## src/rtl/minterm_equiv_checker_mismatch_tracker.sv

```systemverilog
// mismatch_tracker: counts mismatching minterms and latches the lowest one seen in a sweep
module mismatch_tracker #(
    parameter int N_VARS = 4
) (
    input  logic              clk,
    input  logic              rst_n,
    input  logic              clear,
    input  logic              sample_en,
    input  logic              mismatch,
    input  logic [N_VARS-1:0] minterm,
    output logic [N_VARS:0]   mismatch_cnt,
    output logic [N_VARS-1:0] first_bad,
    output logic              first_bad_valid
);
    logic [N_VARS:0]   cnt_q, cnt_d;
    logic [N_VARS-1:0] fb_q, fb_d;
    logic              fbv_q, fbv_d, hit;

    always_comb begin
        hit   = sample_en && mismatch;
        cnt_d = clear ? '0 : cnt_q + (N_VARS+1)'(hit);
        fb_d  = clear ? '0 : (hit && !fbv_q) ? minterm : fb_q;
        fbv_d = clear ? 1'b0 : fbv_q | hit;
    end

    always_ff @(posedge clk or negedge rst_n) begin
        if (!rst_n) begin
            cnt_q <= '0;
            fb_q  <= '0;
            fbv_q <= 1'b0;
        end else begin
            cnt_q <= cnt_d;
            fb_q  <= fb_d;
            fbv_q <= fbv_d;
        end
    end

    assign mismatch_cnt    = cnt_q;
    assign first_bad       = fb_q;
    assign first_bad_valid = fbv_q;
endmodule

```

## config.mk

```make
export PLATFORM = sky130hd
export DESIGN_NAME = mismatch_tracker
export DESIGN_NICKNAME = d
export VERILOG_FILES = /design/src/rtl/minterm_equiv_checker_mismatch_tracker.sv
export SDC_FILE = /design/constraint.sdc
export NUM_CORES = 1
export LEC_CHECK = 0
export ABC_CLOCK_PERIOD_IN_PS = 2000
export BUFFER_PORTS_ARGS = -buffer_cell sky130_fd_sc_hd__buf_4
export CAP_MARGIN = 10
export CORE_AREA = 8 8 45 47
export CTS_BUF_LIST = sky130_fd_sc_hd__clkbuf_8
export CTS_CLUSTER_DIAMETER = 40
export DETAILED_ROUTE_END_ITERATION = 8
export DIE_AREA = 0 0 53 55
export GPL_TIMING_DRIVEN = 0
export MAX_ROUTING_LAYER = met4
export PLACE_DENSITY_LB_ADDON = 0.3
export SYNTH_ARGS = -nofsm -noshare
export SYNTH_HDL_FRONTEND = slang
export SYNTH_SLANG_ARGS = --single-unit
```

## constraint.sdc

```tcl
create_clock -name clk -period 2 [get_ports clk]
set_clock_uncertainty 0.2 [all_clocks]
set_input_delay 0 -clock clk [delete_from_list [all_inputs] [get_ports clk]]
set_output_delay 0 -clock clk [all_outputs]
set_load 0.02 [all_outputs]
```

Yosys cells after proc, flatten, opt, wreduce, memory -nomap -nowiden
Index checks and enable logic that the tools add are counted.
{ "word_totals": {"register_bits": 10, "latch_bits": 0, "ramBits": 0, "rom_bits": 0, "input_bits": 9, "out_inout_bits": 10, "word_cells": 13, "mem_count": 0} }
{ "classes": {"n_addsub": 1, "mul": 0, "div_mod_pow": 0, "n_lt_le_gt_ge": 0, "n_eq_ne": 0, "n_shift": 0, "mux": 4, "n_bitwise": 1, "n_reduce_logical": 4} }
{ "ops": {"columns": ["cell", "n"], "rows": [
  ["two-way mux 4 bit", 2],
  ["adder 5 x 1 -> 5 bit", 1],
  ["two-way mux 5 bit", 1],
  ["logical AND 1 bit", 2],
  ["nonzero test 2 bit", 1],
  ["logical NOT 1 bit", 1],
  ["two-way mux 1 bit", 1],
  ["OR 1 bit", 1]
]} }

Longest topological paths before layout
Gate-level depths: netlist of the first run.
{ "logic_depth": {"depth_word": 4, "mapped_depth": 5, "mapped_depth_nobuf": 5} }

Worst setup path before layout of the first run
Ideal clock, no wire load.
{ "synth_path": {"path_kind": "flip-flop to flip-flop", "startpoint": "register cnt_q[0], in the netlist mismatch_cnt[0]", "endpoint": "register cnt_q[4], in the netlist mismatch_cnt[4]", "setup_ns": 0.125, "arrival_time_ns": 1.273, "t_required_ns": 1.675, "path_slack_ns": 0.402, "stages_incl_launch_ff": 5, "path_buffers": 0, "period_less_slack_ns": 1.598, "path_cell_list": "dfrtp_1 ha_1 ha_1 nand3_1 mux2_2"} }
{ "synth_via": {"elab_chain_cells": 2} }
{ "synth_lines": {"columns": ["element", "line", "text"], "rows": [
  ["from (decl)", "15", "logic [N_VARS:0] cnt_q, cnt_d;"],
  ["from (signal assigned)", "32", "cnt_q <= cnt_d;"],
  ["adder 5 x 1 -> 5 bit", "21", "cnt_d = clear ? '0 : cnt_q + (N_VARS+1)'(hit);"],
  ["two-way mux 5 bit", "21", null],
  ["net cnt_d[4]", "15", null]
]} }
The timed path passes the listed nets, and every way through them passes these cells.
A chain may end at the register's enable or synchronous reset.

Worst setup path after layout of the first run
{ "layout_path": {"startpoint": "input mismatch", "endpoint": "register cnt_q[4], in the netlist mismatch_cnt[4]"} }
{ "layout_via": {"elab_chain_cells": 3} }
{ "layout_lines": {"columns": ["element", "line", "text"], "rows": [
  ["from (decl)", "9", "input logic mismatch,"],
  ["logical AND 1 bit", "20", "hit = sample_en && mismatch;"],
  ["adder 5 x 1 -> 5 bit", "21", null],
  ["two-way mux 5 bit", "21", null],
  ["net cnt_d[4]", "15", null]
]} }
The timed path passes the listed nets, and every way through them passes these cells.

==> results of run 1 <==
-- through the flow --
stage	setup slack (ns)	cells	hold slack, ns
after floorplan	0.4019	42	-0.4956
after global placement	0.4703	76	-0.3636
after detailed placement	0.4723	76	-0.3651
after CTS	0.02611	94	0.04579
after global routing	0.2528	93	0.08964
final	0.3018	93	0.05092
-- repair_timing --
| action | in CTS | in global routing |
|---|---|---|
| endpoints found under the setup margin | 0 | 1 |
| hold buffers | 14 | 0 |
| resized for setup | 0 | 0 |
| setup buffers | 0 | 0 |
| endpoints found under the hold margin | 18 | 0 |
-- worst max path at each step --
stage,from,to,slack [ns],cells past startpoint
floorplan,mismatch_cnt[0]$_DFF_PN0_,mismatch_cnt[4]$_DFF_PN0_,0.40,4
global route,mismatch,mismatch_cnt[4]$_DFF_PN0_,0.25,7
CTS,mismatch,first_bad_valid$_DFF_PN0_,0.03,6
detailed placement,mismatch_cnt[0]$_DFF_PN0_,mismatch_cnt[4]$_DFF_PN0_,0.47,4
finish,mismatch,mismatch_cnt[4]$_DFF_PN0_,0.30,7
global placement,mismatch_cnt[0]$_DFF_PN0_,mismatch_cnt[4]$_DFF_PN0_,0.47,4
-- state kept, by name, summed over array words and instances, names as in the netlist --
name / cells
first_bad_valid: 1
first_bad: 4
mismatch_cnt: 5
-- cells in the final DEF, fill, tap and decap left out --
| master | netlist | layout |
|---|---|---|
| nand2b_1 | 8 | 8 |
| xnor2_1 | 1 | 1 |
| buf_4 | 1 | 19 |
| nor2_1 | 4 | 4 |
| nand3_1 | 2 | 2 |
| mux2i_1 | 4 | 4 |
| dlygate4sd3_1 | 0 | 13 |
| clkbuf_8 | 0 | 4 |
| nor2b_1 | 2 | 2 |
| dfrtp_1 | 10 | 10 |
| ha_1 | 2 | 2 |
| mux2_2 | 2 | 2 |
| and2_1 | 1 | 1 |
| and3b_1 | 1 | 1 |
| a21oi_1 | 1 | 1 |
| buf_2 | 1 | 1 |
| and2b_1 | 2 | 2 |
-- cell families (layout without fill, tap and decap cells) --
family          Yosys count  after routing  share of synthesized area (%)
simple gates             20             20                          24.42
flops                    10             10                          51.95
mux                       6              6                          12.99
fa+ha+maj                 2              2                          5.194
buf+inv                   2             37                          2.597
compound gates            1              1                          1.038
xor+xnor                  1              1                          1.819
-- power by group through the flow --
stage / registers [mW] / clock network, mW / logic, mW
finish: 0.215 / 0.250 / 0.0864
global placement: 0.218 / 0 / 0.0660
CTS: 0.215 / 0.258 / 0.0893
floorplan: 0.228 / 0 / 0.0220
global route: 0.216 / 0.268 / 0.0962
detailed placement: 0.218 / 0 / 0.0666
-- final cells by class --
| class | instances | area, µm² |
|---|---|---|
| fill | 131 | 561.8 |
| timing repair buffer | 31 | 265.3 |
| sequential | 10 | 250.2 |
| multi-input combinational | 30 | 219.0 |
| clock buffer | 4 | 55.05 |
| tap | 16 | 20.02 |
| buffer | 2 | 12.51 |
-- worst max-delay path, stage by stage --
cell and delay (ns):
dlygate4sd3_1 0.53, buf_4 0.14, and2_1 0.13, ha_1 0.19, ha_1 0.21, nand3_1 0.10, mux2_2 0.33
-- metal layers --
| layer | vias up | share of wire, % | wire [µm] | GRT usage, % |
|---|---|---|---|---|
| li1 | 206 | - | - | - |
| met1 | 196 | 43 | 513 | 11.70 |
| met2 | 14 | 46 | 546 | 14.84 |
| met3 | 4 | 8.2 | 98 | 3.209 |
| met4 | 0 | 2.5 | 30 | 6.466 |
| met5 | - | 0 | 0 | - |
==> summary.txt, run 1 <==
Job
  • Max-Cap Viols: 0

Place
  • IO Port Bufs: 18
  • Hpwl dp: 786.3 µm
  • Global placement routability congestion: 0.6812
  • Placement Cell Area: 636.9 µm²

Finish
  • Synth-to-layout area growth: 70.65%
  • Layout Utilization: 59.40%
  • Total Nets Final: between 80 and 90
  • N_diodes: 0
  • Share of post-route cells with drive strength above 1: 33.77%
  • Fin area: 822.0 µm²

GRT
  • Total grt overflow: 0
  • GRT Util Overall: 10.12%
  • First-pass GRT wire length: around 2100 µm
  • Number of global-route vias before repair: 456
  • Initial antenna violation count: 0
  • Largest net degree at the start of global routing: 11

Min path
  • Hold Startpoint: sample_en
  • Worst Hold End: mismatch_cnt[0]$_DFF_PN0_
  • Worst Hold Class: in -> reg
  • Hold Crit Depth: 4

Drt
  • Drt total wl: about 1200 µm
  • 1st-iter DRT viols: 2
  • DRC: 0
  • DRT Pass-1 Iters: 2
  • Drt wl/cell: 12.78 µm
  • Via count: 420
  • Antenna violation net count after detailed routing: 0
  • Via-to-Cell Ratio: 4.516

Synth
  • EDFF count, synth: 0
  • Mean post-synth cell area: around 11 µm²
  • Post-synth top flop: dfrtp_1
  • Mapped cell area: about 480 µm²
  • Seq/Total Area, Yosys: 51.95%
  • Leading area contributor after synthesis: dfrtp_1
  • Synth Net Count: 53
  • Mapped Cells: 42
  • Synthesized flop and latch total: 10
  • Top-area cell type share of the netlist area: between 50% and 60%
  • Synth async-reset ratio: 100.0%
  • Top post-synthesis cells by count: dfrtp_1, nand2b_1, mux2i_1, nor2_1
  • Synth area leaders: dfrtp_1, nand2b_1, mux2i_1, ha_1, mux2_2
  • Count leader, synth: dfrtp_1
  • Ys Warns: 0
  • Post-synth cell types: 15

Setup path
  • CP arrival: 1.62 ns
  • WP data required: between 1.5 and 2 ns
  • Critical Path Fanout Max: 3
  • R2R Path End: mismatch_cnt[4]$_DFF_PN0_
  • Worst reg2reg path depth: 4
  • R2R setup slack: 0.47 ns
  • CP startpoint kind: input port
  • WS Path Type: in -> reg
  • Worst R2R Start: mismatch_cnt[0]$_DFF_PN0_
  • CP Capture Type: flip-flop

Clock network
  • H-tree depth: 1
  • CTS Root Cell: clkbuf_8
  • Clock-pin slew on the worst setup and hold paths: about 0.05 ns
  • Worst skew pair latency: around 0.23 ns
  • Clock sinks: 10
  • CTS tree: yes
  • CTS Buffer Depth: 2
  • CTS buffer count: 3

STA
  • Worst slew pin tran: 0.4495 ns
  • Period utilization: a little over four fifths
  • TNS Setup: 0 ns
  • RSZ-0062 raised after global routing: no
  • Final hold viol count: 0
  • Max_slew headroom: around 70%
  • Min cycle time layout: ~1.7 ns
  • Slew Viols, Final: 0
  • Final number of setup-violating endpoints: 0
  • Max frequency: just under 600 MHz

Power
  • Power Dens Cells: 670.6 nW/µm²
  • Sw frac: 21.28%
  • Power, Total: 551.3 µW
  • Lkg Pwr: 0.4156 nW
  • Clk pwr share: a little under half
  • Internal power: 434.0 µW
  • Switching component of the power: 117.3 µW
  • Register share of total power: 39.1%
  • Combinational power share: 15.7%
  • Max rail drop VDD: 0.4515 mV

Status
  • Status: finished clean

Floorplan
  • Starting Density: between 30% and 40%
  • Die H: 55 µm
  • Die extent in x: 53 µm
  • # rows: 14
  • Io pins: 19
  • Placeable Area: 1384 µm²
  • Die area: just under 3000 µm²
Power figures use the tool's default switching activity.
==> run 2, diff against run 1 <==
ABC_CLOCK_PERIOD_IN_PS = 1400   (was 2000)
clock period = 1.4 ns   (was 2 ns; I/O delays follow)
==> summary.txt, run 2 (synthesis results as in run 1) <==
Status
  • Status: finished, violations left
  • Failing checks: negative setup slack

Drt
  • Metal-1 WL: 512 µm
  • Met2 wire length: approximately 540 µm
  • DRC: 0
  • Antenna violation net count after detailed routing: 0
  • 1st-iter DRT viols: 4
  • Max Used Layer: met4
  • Via count: 397
  • Drt total wl: 1191 µm
  • Via-to-Cell Ratio: around 4.4
  • DRT Pass-1 Iters: 3
  • Met3 WL: roughly 99 µm
  • Drt wl/cell: 13.23 µm

Place
  • Hpwl dp: 783.1 µm
  • Global placement routability congestion: 0.6743
  • Dpl cells: 76
  • Placement Cell Area: ~670 µm²
  • IO Port Bufs: 18
  • Place WS: -0.01489 ns

Finish
  • Largest register FFs: 5
  • Most common cell after layout, fill and taps aside: buf_4
  • Synth-to-layout area growth: 71.17%
  • Total Nets Final: 86
  • Layout Utilization: 59.58%
  • Share of post-route cells with drive strength above 1: 41.89%
  • Non-filler instance count after layout: 90
  • Fin area: 824.5 µm²
  • N_diodes: 0
  • Commonest non-fill, non-tap cells in the layout: buf_4, dfrtp_1, dlygate4sd3_1, nand2b_1

STA
  • Worst slew pin tran: 0.1255 ns
  • Final number of setup-violating endpoints: 1
  • Final hold viol count: 0
  • Slew Viols, Final: 0
  • Min cycle time layout: approximately 1.4 ns
  • Hold Slack: 0.07136 ns
  • Setup ws final: -0.01719 ns
  • Max_slew headroom: 91.39%
  • RSZ-0062 raised after global routing: yes
  • Period utilization: 101.2%
  • TNS Setup: -0.01719 ns
  • Max frequency: 705.6 MHz

Power
  • Register share of total power: 38.6%
  • Combinational power share: ~15%
  • Max rail drop VDD: between 0.5 and 0.6 mV
  • Lkg Pwr: 0.4058 nW
  • Clk pwr share: 46.4%
  • Power, Total: between 700 and 800 µW
  • Internal power: 618.3 µW
  • Switching component of the power: 181.0 µW
  • Power Dens Cells: 969.4 nW/µm²
  • Sw frac: 22.64%

Setup path
  • Worst R2R Start: mismatch_cnt[0]$_DFF_PN0_
  • CP max-delay cell: dfrtp_2
  • CP Launch Point: mismatch_cnt[0]$_DFF_PN0_
  • R2R Path End: mismatch_cnt[4]$_DFF_PN0_
  • WP data required: around 1.3 ns
  • Delay-heaviest family, CP: flip-flops
  • Worst path cell trace: ha_4 > ha_4 > nand3_2 > mux2_4
  • Number of cells on the critical path: 4
  • Critical Path Fanout Max: 2
  • Worst reg2reg path depth: 4
  • Max incr delay on CP: 0.41 ns
  • CP Buf/Inv Count: 0
  • WS Path Type: reg -> reg
  • R2R setup slack: -0.02 ns
  • CP Capture Point: mismatch_cnt[4]$_DFF_PN0_
  • CP startpoint kind: flip-flop
  • CP arrival: 1.34 ns
  • Critical path's most frequent cell: ha_4
  • CP Capture Type: flip-flop

Clock network
  • H-tree depth: 1
  • CTS Root Cell: clkbuf_8
  • CTS tree: yes
  • Clock-pin slew on the worst setup and hold paths: 0.05 ns
  • Clock sinks: 10
  • CTS Buffer Depth: 2
  • CTS buffer count: 3
  • Worst skew pair latency: 0.24 ns

GRT
  • Total grt overflow: 0
  • First-pass GRT wire length: 2104 µm
  • Largest net degree at the start of global routing: 11
  • Number of global-route vias before repair: 443
  • Initial antenna violation count: 0
  • GRT Util Overall: 10.56%

Floorplan
  • Placeable Area: ~1400 µm²
  • Starting Density: 34.81%
  • Die H: approximately 55 µm
  • Die extent in x: 53 µm
  • Die area: 2915 µm²
  • Io pins: 19
  • # rows: 14

Min path
  • Worst Hold Class: in -> reg

Job
  • Max-Cap Viols: 0
run 2: changes by cell type in the layout (fill, tap and decap cells not counted), sizes merged:
| cell | delta |
|---|---|
| dlygate4sd3 | -4 |
| buf | +1 |
run 2: worst reg2reg max path, stage by stage (launching register included):
cell and delay, ns:
dfrtp_2 0.41, ha_4 0.17, ha_4 0.16, nand3_2 0.07, mux2_4 0.29
run 2: cell type report:
cell class                 instances  area (µm²)
buffer                             2       12.51
multi-input combinational         30       252.7
clock buffer                       4       55.05
tap                               16       20.02
timing repair buffer              28       232.7
fill                             113       559.3
sequential                        10       251.5
run 2: worst min path at each step:
stage | from | end | depth (start not counted)
after floorplan | rst_n | first_bad[0]$_DFFE_PN0P_ | 0
after global placement | rst_n | mismatch_cnt[4]$_DFF_PN0_ | 1
after detailed placement | rst_n | mismatch_cnt[4]$_DFF_PN0_ | 1
after CTS | sample_en | first_bad[3]$_DFFE_PN0P_ | 4
after global routing | mismatch | mismatch_cnt[0]$_DFF_PN0_ | 4
final | sample_en | first_bad[3]$_DFFE_PN0P_ | 4
run 2: per-layer routing:
| metal | up-vias | track usage (%) |
|---|---|---|
| li1 | 200 | - |
| met1 | 177 | 11.49 |
| met2 | 15 | 15.23 |
| met3 | 5 | 4.278 |
| met4 | 0 | 7.759 |
| met5 | - | - |
run 2: repair_timing:
item | CTS | global route
buffers inserted | 0 | 1
cloned | 0 | 0
hold buffers | 9 | 1
resized for setup | 0 | 0
setup endpoints to repair | 1 | 11
hold endpoints to repair | 18 | 10
run 2: power by group through the flow:
stage / Combinational, mW / Clock [mW] / Sequential, mW
detailed placement: 0.0975 / 0 / 0.314
floorplan: 0.0343 / 0 / 0.327
finish: 0.120 / 0.371 / 0.309
global route: 0.133 / 0.397 / 0.311
global placement: 0.0974 / 0 / 0.314
CTS: 0.117 / 0.380 / 0.309
